<file path="config.mk">
export PLATFORM = sky130hd
export DESIGN_NAME = shared_adder_arbiter
export DESIGN_NICKNAME = d
export VERILOG_FILES = /design/src/rtl/shared_adder_arbiter.sv
export SDC_FILE = /design/constraint.sdc
export NUM_CORES = 1
export LEC_CHECK = 0
export ABC_AREA = 1
export BUFFER_PORTS_ARGS = -buffer_cell sky130_fd_sc_hd__buf_2
export CORE_ASPECT_RATIO = 0.6
export CORE_MARGIN = 1
export CORE_UTILIZATION = 45
export DETAILED_ROUTE_END_ITERATION = 8
export GPL_TIMING_DRIVEN = 0
export HOLD_SLACK_MARGIN = 0.02
export PLACE_DENSITY = 0.72
export SLEW_MARGIN = 20
export SYNTH_ARGS = -nofsm -noshare
export SYNTH_HDL_FRONTEND = slang
export SYNTH_SLANG_ARGS = --single-unit
</file>
<file path="constraint.sdc">
create_clock -name Clk -period 2.7 [get_ports Clk]
set_input_delay 0.27 -clock Clk [delete_from_list [all_inputs] [get_ports Clk]]
set_output_delay 0.27 -clock Clk [all_outputs]
set_load 0.05 [all_outputs]
</file>
<file path="src/rtl/shared_adder_arbiter.sv">
`default_nettype none
// ============================================================================
// Module   : shared_adder_arbiter
// Brief    : Round-robin arbiter sharing one add/subtract unit among NREQ
//            requesters, with registered grant, ack pulse and result.
// Revision : 1.0 - initial release
// ============================================================================
module shared_adder_arbiter #(
    parameter int NREQ  = 4,
    parameter int DATAW = 33,
    parameter int LAT   = 1
) (
    input  logic                  Clk,
    input  logic                  Rst,
    input  logic [NREQ-1:0]       req,
    input  logic [NREQ-1:0]       sub,
    input  logic [NREQ*DATAW-1:0] op_a,
    input  logic [NREQ*DATAW-1:0] op_b,
    output logic [NREQ-1:0]       gnt,
    output logic [NREQ-1:0]       ack,
    output logic [DATAW-1:0]      result,
    output logic                  carry,
    output logic                  busy
);

    localparam int c_PTR_W = (NREQ > 1) ? $clog2(NREQ) : 1;
    localparam int c_CNT_W = (LAT > 1) ? $clog2(LAT) : 1;

    localparam logic [c_PTR_W:0]   c_NREQ   = (c_PTR_W+1)'(NREQ);
    localparam logic [c_CNT_W-1:0] c_CNT_LD = c_CNT_W'(LAT - 1);
    localparam logic [NREQ-1:0]    c_ONE    = NREQ'(1);

    localparam logic [1:0] c_IDLE = 2'd0;
    localparam logic [1:0] c_BUSY = 2'd1;
    localparam logic [1:0] c_RESP = 2'd2;

    logic [1:0]         r_state;
    logic [1:0]         w_state_nxt;
    logic [c_PTR_W-1:0] r_ptr;
    logic [c_PTR_W-1:0] r_win;
    logic [c_CNT_W-1:0] r_cnt;
    logic [DATAW-1:0]   r_a;
    logic [DATAW-1:0]   r_b;
    logic               r_sub;

    logic               w_found;
    logic [c_PTR_W-1:0] w_win;
    logic [c_PTR_W:0]   w_pick;
    logic [DATAW:0]     w_sum;

    logic [NREQ-1:0]    w_gnt_nxt;
    logic [NREQ-1:0]    w_ack_nxt;
    logic [c_CNT_W-1:0] w_cnt_nxt;
    logic [c_PTR_W-1:0] w_ptr_nxt;
    logic               w_latch;
    logic               w_res_load;

    // First set request bit starting at p and wrapping modulo NREQ.
    function automatic logic [c_PTR_W:0] f_pick(input logic [NREQ-1:0] r,
                                                input logic [c_PTR_W-1:0] p);
        logic [c_PTR_W:0]   v;
        logic [c_PTR_W-1:0] k;
        logic               found;
        logic [c_PTR_W-1:0] win;
        found = 1'b0;
        win   = p;
        for (int i = 0; i < NREQ; i++) begin
            v = {1'b0, p} + (c_PTR_W+1)'(i);
            if (v >= c_NREQ) v = v - c_NREQ;
            k = v[c_PTR_W-1:0];
            if (!found && r[k]) begin
                found = 1'b1;
                win   = k;
            end
        end
        return {found, win};
    endfunction

    function automatic logic [c_PTR_W-1:0] f_next(input logic [c_PTR_W-1:0] p);
        logic [c_PTR_W:0] v;
        v = {1'b0, p} + (c_PTR_W+1)'(1);
        if (v >= c_NREQ) v = v - c_NREQ;
        return v[c_PTR_W-1:0];
    endfunction

    assign w_pick  = f_pick(req, r_ptr);
    assign w_found = w_pick[c_PTR_W];
    assign w_win   = w_pick[c_PTR_W-1:0];

    // Subtraction is a + ~b + 1, so the top bit is the not-borrow flag.
    assign w_sum = {1'b0, r_a} + {1'b0, (r_sub ? ~r_b : r_b)} + {{DATAW{1'b0}}, r_sub};

    assign busy = (r_state != c_IDLE);

    always_ff @(posedge Clk) begin
        if (Rst) begin
            r_state <= c_IDLE;
            r_ptr   <= '0;
            r_cnt   <= '0;
            r_win   <= '0;
            r_a     <= '0;
            r_b     <= '0;
            r_sub   <= 1'b0;
            gnt     <= '0;
            ack     <= '0;
            result  <= '0;
            carry   <= 1'b0;
        end else begin
            r_state <= w_state_nxt;
            r_ptr   <= w_ptr_nxt;
            r_cnt   <= w_cnt_nxt;
            gnt     <= w_gnt_nxt;
            ack     <= w_ack_nxt;
            if (w_latch) begin
                r_win <= w_win;
                r_a   <= op_a[w_win*DATAW +: DATAW];
                r_b   <= op_b[w_win*DATAW +: DATAW];
                r_sub <= sub[w_win];
            end
            if (w_res_load) begin
                result <= w_sum[DATAW-1:0];
                carry  <= w_sum[DATAW];
            end
        end
    end

    always_comb begin
        w_state_nxt = r_state;
        case (r_state)
            c_IDLE:  if (w_found) w_state_nxt = c_BUSY;
            c_BUSY:  if (r_cnt == '0) w_state_nxt = c_RESP;
            c_RESP:  w_state_nxt = c_IDLE;
            default: w_state_nxt = c_IDLE;
        endcase
    end

    always_comb begin
        w_gnt_nxt  = gnt;
        w_ack_nxt  = '0;
        w_cnt_nxt  = r_cnt;
        w_ptr_nxt  = r_ptr;
        w_latch    = 1'b0;
        w_res_load = 1'b0;
        case (r_state)
            c_IDLE: begin
                if (w_found) begin
                    w_gnt_nxt = c_ONE << w_win;
                    w_cnt_nxt = c_CNT_LD;
                    w_latch   = 1'b1;
                end
            end
            c_BUSY: begin
                if (r_cnt == '0) begin
                    w_res_load = 1'b1;
                    w_ack_nxt  = gnt;
                end else begin
                    w_cnt_nxt = r_cnt - c_CNT_W'(1);
                end
            end
            c_RESP: begin
                w_gnt_nxt = '0;
                w_ptr_nxt = f_next(r_win);
            end
            default: begin
                w_gnt_nxt = '0;
            end
        endcase
    end

endmodule
`default_nettype wire

</file>
==> run_results.csv, run 1 <==
group,metric,value,unit
synthesis,synth_area,9580,um2
critical_path,crit_path_end_kind,"register",
floorplan,die_h,115,um
critical_path,reg2reg_depth,13,
floorplan,initial_core_util,46.9,%
clock_network,clock_latency,0.43,ns
critical_path,r2r_setup_slack,0.06,ns
synthesis,ys_types,35,
synthesis,seq_area_frac_synth,24.0,%
critical_path,worstReg2RegEnd,"result[26]",
synthesis,async_reset_ff_share,0,%
hold_path,hold_path_class,"primary input to register",
final_layout,layout.nets,2365,
final_layout,final_cell_mix,"nand2_1 (638), buf_2 (340), nand3_1 (257)",
timing,setup_ws,0.0603,ns
place,dp_hpwl,32.8,mm
critical_path,crit_top_cell,"nand2_1",
critical_path,crit_cells,13,
timing,min_period,2.64,ns
critical_path,crit_family,"simple AND/OR/NAND/NOR gates",
clock_network,ctsHoldBuffers,0,
synthesis,syn_avg_cell_area,5.56,um2
place,place_congestion,0.976,
final_layout,n_fill_cell,2102,
power,vdd_ir_drop_max,0.000428,V
timing,tns,0,ns
run_status,run_status,"completed",
grt,grt_max_degree,17,
clock_network,cts-root-buf,"clkbuf_16",
critical_path,max_stage_delay,0.40,ns
synthesis,ys_seq_elements,115,
clock_network,cts_htree_levels,4,
critical_path,crit_fanout,10,
synthesis,yosys_warnings,0,
final_layout,syn2layout_area_growth,29.0,%
route,viasPerCell,5.32,
timing,grt_setup_unrepaired,"yes",
grt,grt_pass1_vias,11300,
timing,fin_hold_ws,0.230,ns
final_layout,multi_input_area,6380,um2
critical_path,critical_path.cell_chain,"buf_8, xor2_2, ha_2, nand2_1, nor2_2, inv_1, nor3_1, and3_1, nand2_1, nand4_1, nand3_1, nand2_1, inv_1",
timing,setup_violations,0,
timing,hold_viol_final,0,
route,ant_nets,0,
grt,antenna_found_initial,2,
floorplan,io_pins,317,
synthesis,syn_nets,2029,
final_layout,layout_commonest_cell,"nand2_1",
synthesis,synthDominantCellAreaShare,25.0,%
power,p_total,0.0121,W
critical_path,reg2reg_from,"r_sub",
clock_network,cts_buffer_depth,2,
floorplan,die_area,21900,um2
clock_network,numCtsBuffers,17,
timing,worst_pin_slew,0.858,ns
timing,drv_slew,0,
route,routed_wl,40.1,mm
clock_network,cts.sinks,115,
route,drtIter0Drc,1240,
place,pre_cts_ws,-0.575,ns
synthesis,synth_edf_count,0,
critical_path,crit_required,3.03,ns
flow_run,drv_cap,0,
grt,grt_use_total,36.3,%
route,wl_per_cell,17.1,um
power,p_leak,7.26,nW
critical_path,cp_slowest_cell,"ha_2",
timing,finalClockSkew,0.0115,ns
synthesis,synth_area_leader_cell,"nand2_1",
floorplan,fp.dieW,190,um
route,dr.pass1.iters,6,
grt,grt_pass1_wl,60.2,mm
grt,gr-total-overflow,0,
route,drcViolationCount,0,
timing,finalCritPeriodShare,97.8,%
synthesis,netlist_top_cells_area,"nand2_1 (25%), dfxtp_1 (24%), nand3_1 (13%)",
critical_path,worstSetupPathType,"register to register",
floorplan,rows,40,
place,portBuffers,315,
synthesis,synth_cells,1722,
route,vias,12500,
critical_path,cp.arrival,2.97,ns
clock_network,cts_tree,"built",
critical_path,crit_buf_inv,3,
critical_path,crit_start,"r_sub",
synthesis,synth_flop_cell,"dfxtp_1",
floorplan,fp.coreArea,20400,um2
timing,fmax,379,MHz
critical_path,cp-endpoint,"result[26]",
final_layout,drive_gt1_share,21.1,%
critical_path,start_kind,"register",
clock_network,clk_transition_reported_paths,0.06,ns
final_layout,register_area,2310,um2
timing,slew_headroom,42.8,%
power,p_per_area,977,nW/um2
==> power by group <==
part,leakage (nW),total [W],internal [W],switching (W)
Clock,0.304,0.00252,0.00166,0.000866
Sequential,0.952,0.00246,0.00211,0.000347
Combinational,6.01,0.00709,0.00224,0.00486
Total,7.26,0.0121,0.00601,0.00607
==> what timing repair did <==
item                                    4_1_cts  5_1_grt
endpoints found under the setup margin       28       46
setup buffers                                 0        3
pin swaps                                     0        1
resized for setup                            13       38
cloned                                        0        0
endpoints found under the hold margin         0        0
==> logic make-up after synthesis <==
family	Yosys count	share of synthesized area [%]
DFF	115	24.0
AOI/OAI and AO/OA	127	7.16
and+or+nand+nor	1153	49.5
xor gates and xnor gates	43	3.93
buffers and inverters	251	11.0
adders and majority gates	33	4.39
==> worst min path at each step <==
stage                  start        to  slack (ns)  cells past startpoint
finish              op_b[67]    r_b[1]        0.23                      7
global route        op_b[67]    r_b[1]        0.27                      7
CTS                 op_a[85]   r_a[19]        0.23                      7
detailed placement    gnt[1]    ack[1]        0.46                      2
global placement      gnt[2]    ack[2]        0.46                      2
floorplan           r_win[0]  r_ptr[0]        0.44                      1
==> cells in the mapped netlist (8+ instances only) <==
cell type,number
buf_2,25
o21ai_0,50
dfxtp_1,115
xor2_1,38
a21oi_1,57
nand2_1,639
clkbuf_1,40
ha_1,32
nor2_1,233
buf_4,18
nor3_1,8
nand3_1,257
buf_1,12
inv_1,152
==> per-stage QoR <==
step	cells	util [%]	cell area (um2)
4_1_cts	2341	59.7	12200
2_1_floorplan	1722	-	9580
6_report	2346	60.5	12400
3_5_place_dp	2310	56.3	11500
3_3_place_gp	2310	56.3	11500
5_1_grt	2346	60.5	12400
==> final cells by class <==
class	instances	area share [%]
diodes	2	0.0405
plain buffers	96	4.17
clock buffers	22	3.68
clock inverters	10	1.46
inverters	154	4.68
multi-input cells	1356	51.6
flip-flops and latches	115	18.7
well taps	273	2.76
repair buffers	318	12.9
==> sequential cells by signal, summed over array words and instances (netlist names) <==
| signal | count |
|---|---|
| ack | 4 |
| r_win | 2 |
| r_a | 33 |
| r_b | 33 |
| gnt | 4 |
| result | 33 |
| r_sub | 1 |
| r_ptr | 2 |
| r_state | 2 |
| carry | 1 |
==> worst min-delay path, delay by kind of cell <==
family / cells / cell delay, ns
buffers and inverters: 2 / 0.11
and+or+nand+nor: 5 / 0.25
==> routing by layer <==
metal / track usage, % / share of wire (%) / vias up / routed length (um)
met5: 0 / 0 / - / 0
met4: 11.5 / 2.3 / 0 / 909
met3: 6.99 / 11 / 59 / 4240
met2: 55.2 / 41 / 645 / 16500
met1: 51.6 / 46 / 5707 / 18500
li1: - / - / 6071 / -
No activity file was read; power rests on OpenSTA's default activity.
==> inputs of run 2 (changes only) <==
BUFFER_PORTS_ARGS = -buffer_cell sky130_fd_sc_hd__buf_4   (was -buffer_cell sky130_fd_sc_hd__buf_2)
==> run 2 against run 1 <==
Compared with the run above: design area is 6.9% higher; largest power group unchanged; cell count barely moved; clock skew hardly changed; maximum frequency decreased by 1.7%; highest routed layer unchanged; critical path depth unchanged; clock power decreased by 4%; setup slack worse by 0.045 ns.
==> run_results.csv, run 2 (synthesis results as in run 1) <==
group,metric,value,unit
clock_network,cts_buffer_depth,2,
grt,grt_use_total,37.0,%
critical_path,crit_required,3.02,ns
power,p_leak,7.53,nW
power,p_total,0.0123,W
timing,grt_setup_unrepaired,"yes",
timing,min_period,2.68,ns
floorplan,rows,40,
grt,grt_pass1_vias,11400,
timing,drv_slew,0,
final_layout,n_fill_cell,1950,
critical_path,worstSetupPathType,"register to register",
final_layout,reg_top3,"r_a x33, r_b x33, result x33",
place,dpl.cell_count,2310,
grt,antenna_found_initial,0,
route,dr.pass1.iters,6,
grt,gr-total-overflow,0,
clock_network,cts_tree,"built",
place,dpl_cell_area,12300,um2
timing,worst_pin_slew,0.774,ns
timing,hold_viol_final,0,
clock_network,clk_transition_reported_paths,0.06,ns
clock_network,clock_latency,0.42,ns
clock_network,cts_htree_levels,4,
critical_path,cp.arrival,3.01,ns
final_layout,diodes,0,
final_layout,layout_commonest_cell,"nand2_1",
floorplan,die_area,21900,um2
floorplan,fp.coreArea,20400,um2
clock_network,numCtsBuffers,17,
run_status,run_status,"completed",
power,p_per_area,929,nW/um2
route,viasPerCell,5.32,
route,vias,12500,
grt,grt_max_degree,17,
clock_network,cts-root-buf,"clkbuf_16",
floorplan,fp.dieW,190,um
timing,finalClockSkew,0.0115,ns
route,drtIter0Drc,1221,
floorplan,io_pins,317,
flow_run,drv_cap,0,
grt,grt_pass1_wl,61.4,mm
place,portBuffers,315,
final_layout,syn2layout_area_growth,37.9,%
critical_path,crit_fanout,10,
route,ant_nets,0,
power,vdd_ir_drop_max,0.000565,V
clock_network,cts.sinks,115,
critical_path,crit_path_end_kind,"register",
route,drcViolationCount,0,
route,wl_per_cell,17.6,um
timing,fmax,372,MHz
route,routed_wl,41.2,mm
floorplan,initial_core_util,46.9,%
final_layout,drive_gt1_share,21.4,%
final_layout,final_cell_mix,"nand2_1 (635), buf_4 (334), nand3_1 (256)",
final_layout,layout.nets,2366,
timing,fin_hold_ws,0.232,ns
timing,slew_headroom,48.4,%
final_layout,fin_cells,2344,
place,dp_hpwl,33.3,mm
timing,finalCritPeriodShare,99.4,%
hold_path,hold_path_class,"primary input to register",
clock_network,ctsHoldBuffers,0,
floorplan,die_h,115,um
timing,setup_violations,0,
critical_path,start_kind,"register",
place,place_congestion,1.01,
final_layout,fin_area,13200,um2
run 2: path summary, 6_finish.rpt:
kind / from / to / slack (ns) / cells past startpoint
worst min register to register: gnt[2] / ack[2] / 0.46 / 2
worst max-delay path: r_sub / result[32] / 0.02 / 13
worst max register to register: r_sub / result[32] / 0.02 / 13
worst min-delay path: op_a[87] / r_a[21] / 0.23 / 7
run 2: area by class of cell:
type | instances | area, um2 | area share (%)
plain buffers | 96 | 532 | 4.03
clock buffers | 22 | 464 | 3.51
clock inverters | 9 | 154 | 1.16
inverters | 154 | 578 | 4.38
multi-input cells | 1357 | 6450 | 48.8
flip-flops and latches | 115 | 2310 | 17.5
well taps | 273 | 342 | 2.59
repair buffers | 318 | 2390 | 18.1
run 2: metal layers:
metal	up-vias	track usage, %	routed length [um]
met5	-	0	0
met4	0	10.8	935
met3	71	10.8	4830
met2	686	55.2	16900
met1	5621	51.6	18600
li1	6089	-	-
run 2: metrics by stage:
stage | TNS [ns] | utilization [%] | worst slack [ns]
global placement | -9.52 | 60.2 | -0.546
detailed placement | -10.90 | 60.2 | -0.594
floorplan | 0 | - | 0.179
global route | -0.100 | 64.7 | -0.0390
CTS | 0 | 63.6 | 0.0629
finish | 0 | 64.7 | 0.0153
run 2: power breakdown:
part / switching [W] / total (W) / leakage [nW] / internal (W)
combinational: 0.00493 / 0.00738 / 6.28 / 0.00245
sequential: 0.000351 / 0.00246 / 0.953 / 0.00211
clock: 0.000846 / 0.00243 / 0.296 / 0.00159
run 2: timing repair:
item,in CTS,in global routing
gates cloned,0,1
setup buffers,0,3
setup endpoints to repair,31,60
gates resized for setup,17,51
run 2: critical path: stages, from the launching register on:
cell	delay, ns
dfxtp_4	0.41
buf_12	0.19
xor2_1	0.31
ha_2	0.40
nand2_1	0.18
o21ai_0	0.17
a21oi_1	0.22
nand2_2	0.15
nand2_1	0.11
nand2_1	0.05
nand2_1	0.05
nand3_1	0.17
nand2_1	0.12
inv_1	0.04
==> inputs of run 3 (changes only) <==
--- a/config.mk
+++ b/config.mk
@@ -15,4 +15,5 @@
 export HOLD_SLACK_MARGIN = 0.02
 export PLACE_DENSITY = 0.72
+export RECOVER_POWER = 100
 export SLEW_MARGIN = 20
 export SYNTH_ARGS = -nofsm -noshare
==> constraint.sdc (replaced) <==
create_clock -name Clk -period 2.7 [get_ports Clk]
set_input_delay 0.27 -clock Clk [delete_from_list [all_inputs] [get_ports Clk]]
set_output_delay 0.27 -clock Clk [all_outputs]
set_load 0.1 [all_outputs]
==> run 3 against run 2 <==
Compared with the run above: the flow now finishes with violations (setup timing); clock power barely moved; critical path depth did not move; die area did not move; combinational power rose by 4.9%; first-iteration DRC count rose by 1.6%; non-clock buffer count did not move; largest cell class unchanged; critical endpoint unchanged; highest routed layer unchanged; critical path type unchanged.
==> run_results.csv, run 3 (synthesis results as in run 1) <==
group,metric,value,unit
run_status,run_status,"finished, violations left",
run_status,violations,"setup timing",
clock_network,ctsHoldBuffers,0,
critical_path,max_stage_delay,0.41,ns
final_layout,n_fill_cell,1994,
hold_path,hold_start,"op_a[87]",
place,portBuffers,315,
clock_network,clock_latency,0.43,ns
route,routed.top_layer,"met4",
critical_path,reg2reg_from,"r_sub",
critical_path,crit_top_cell,"nand2_1",
route,routed_wl,41.3,mm
clock_network,cts_buffer_depth,2,
clock_network,numCtsBuffers,17,
power,switching_share,52.2,%
timing,setup_violations,1,
power,vdd_ir_drop_max,0.000626,V
power,p_total,0.0126,W
final_layout,fin_util,63.9,%
floorplan,io_pins,317,
route,vias,12500,
critical_path,critical_path.cell_chain,"buf_12, xor2_1, ha_2, nand2_1, o21ai_0, a21oi_1, nand2_2, nand2_1, nand2_1, nand2_1, nand3_1, nand2_1, inv_1",
critical_path,cp_slowest_cell,"dfxtp_4",
critical_path,cp.arrival,3.05,ns
critical_path,crit_fanout,10,
critical_path,crit_buf_inv,2,
timing,fmax,366,MHz
grt,grt_pass1_wl,61.4,mm
route,ant_nets,0,
final_layout,diodes,0,
grt,grt_use_total,37.0,%
place,place_congestion,1.01,
critical_path,crit_path_end_kind,"register",
grt,gr-total-overflow,0,
floorplan,rows,40,
timing,finalClockSkew,0.0109,ns
power,p_leak,7.36,nW
critical_path,crit_start,"r_sub",
route,wl_met2,17.0,mm
power,p_seq_share,19.5,%
clock_network,clk_transition_reported_paths,0.06,ns
final_layout,multi_input_area,6450,um2
route,route.met3.wl,4.85,mm
timing,hold_viol_final,0,
final_layout,register_area,2310,um2
clock_network,cts_htree_levels,4,
place,dp_hpwl,33.3,mm
flow_run,drv_cap,0,
route,drcViolationCount,0,
timing,drv_slew,0,
power,p_sw,0.00660,W
route,viasPerCell,5.33,
grt,antenna_found_initial,0,
floorplan,initial_core_util,46.9,%
final_layout,drive_gt1_share,19.3,%
final_layout,reg_top3,"r_a x33, r_b x33, result x33",
power,p_int,0.00604,W
timing,finalCritPeriodShare,101,%
route,dr.pass1.iters,6,
power,power_frac_clock,19.3,%
final_layout,fin_cells,2344,
final_layout,syn2layout_area_growth,36.2,%
final_layout,layout.nets,2366,
place,dpl.cell_count,2310,
final_layout,layout_commonest_cell,"nand2_1",
floorplan,die_area,21900,um2
floorplan,die_h,115,um
grt,grt_max_degree,17,
route,wl_per_cell,17.6,um
route,wl_met1,18.6,mm
final_layout,final_cell_mix,"nand2_1 (635), buf_4 (291), nand3_1 (256)",
critical_path,crit_family,"simple AND/OR/NAND/NOR gates",
timing,worst_pin_slew,1.22,ns
floorplan,fp.dieW,190,um
power,p_per_area,968,nW/um2
route,drtIter0Drc,1240,
critical_path,start_kind,"register",
timing,slew_headroom,19.3,%
timing,tns,-0.0302,ns
grt,grt_pass1_vias,11400,
clock_network,cts-root-buf,"clkbuf_16",
critical_path,worstSetupPathType,"register to register",
clock_network,cts_tree,"built",
power,combPwrFrac,61.2,%
timing,grt_setup_unrepaired,"yes",
floorplan,fp.coreArea,20400,um2
hold_path,hold_path_class,"primary input to register",
timing,setup_ws,-0.0302,ns
clock_network,cts.sinks,115,
critical_path,crit_required,3.02,ns
timing,min_period,2.73,ns
[run 3: area by class of cell]
class | count | area share [%]
plain buffers | 96 | 4.07
clock buffers | 22 | 3.56
clock inverters | 9 | 1.18
inverters | 154 | 4.43
multi-input cells | 1357 | 49.4
flip-flops and latches | 115 | 17.7
well taps | 273 | 2.62
repair buffers | 318 | 17.1
[run 3: what timing repair did]
| item | CTS | global route |
|---|---|---|
| endpoints found under the hold margin | 0 | 0 |
| resized for setup | 17 | 51 |
| endpoints found under the setup margin | 31 | 60 |
| buffers inserted | 0 | 3 |
| pin swaps | 0 | 0 |
| gates cloned | 0 | 1 |
[run 3: path summary, 6_finish.rpt]
kind / end / slack (ns) / cells past startpoint
setup reg to reg: result[32] / -0.03 / 13
hold reg to reg: ack[2] / 0.46 / 2
hold / removal: r_a[21] / 0.23 / 7
setup / recovery: result[32] / -0.03 / 13
[run 3: tightest hold or removal path: cells and delay by family]
kind | cells | cell delay [ns]
AND/OR/NAND/NOR | 5 | 0.25
buffers and inverters | 2 | 0.12
[run 3: power by group through the flow]
stage / clock [W] / combinational [W] / sequential (W)
after global placement: 0 / 0.00733 / 0.00242
after floorplan: 0 / 0.00431 / 0.00321
after global routing: 0.00251 / 0.00843 / 0.00250
final: 0.00244 / 0.00774 / 0.00246
after CTS: 0.00243 / 0.00746 / 0.00243
after detailed placement: 0 / 0.00738 / 0.00244
[run 3: metrics by stage]
step | worst slack, ns | area [um2] | hold WS (ns)
6_report | -0.0302 | 13100 | 0.230
3_3_place_gp | -0.546 | 12300 | 0.451
2_1_floorplan | 0.177 | 9580 | 0.443
4_1_cts | 0.0629 | 13000 | 0.220
3_5_place_dp | -0.594 | 12300 | 0.454
5_1_grt | -0.0390 | 13100 | 0.258
[run 3: per-layer routing]
| metal | vias up | GRT usage (%) |
|---|---|---|
| met5 | - | 0 |
| met4 | 0 | 10.8 |
| met3 | 64 | 10.8 |
| met2 | 674 | 55.2 |
| met1 | 5661 | 51.6 |
| li1 | 6087 | - |
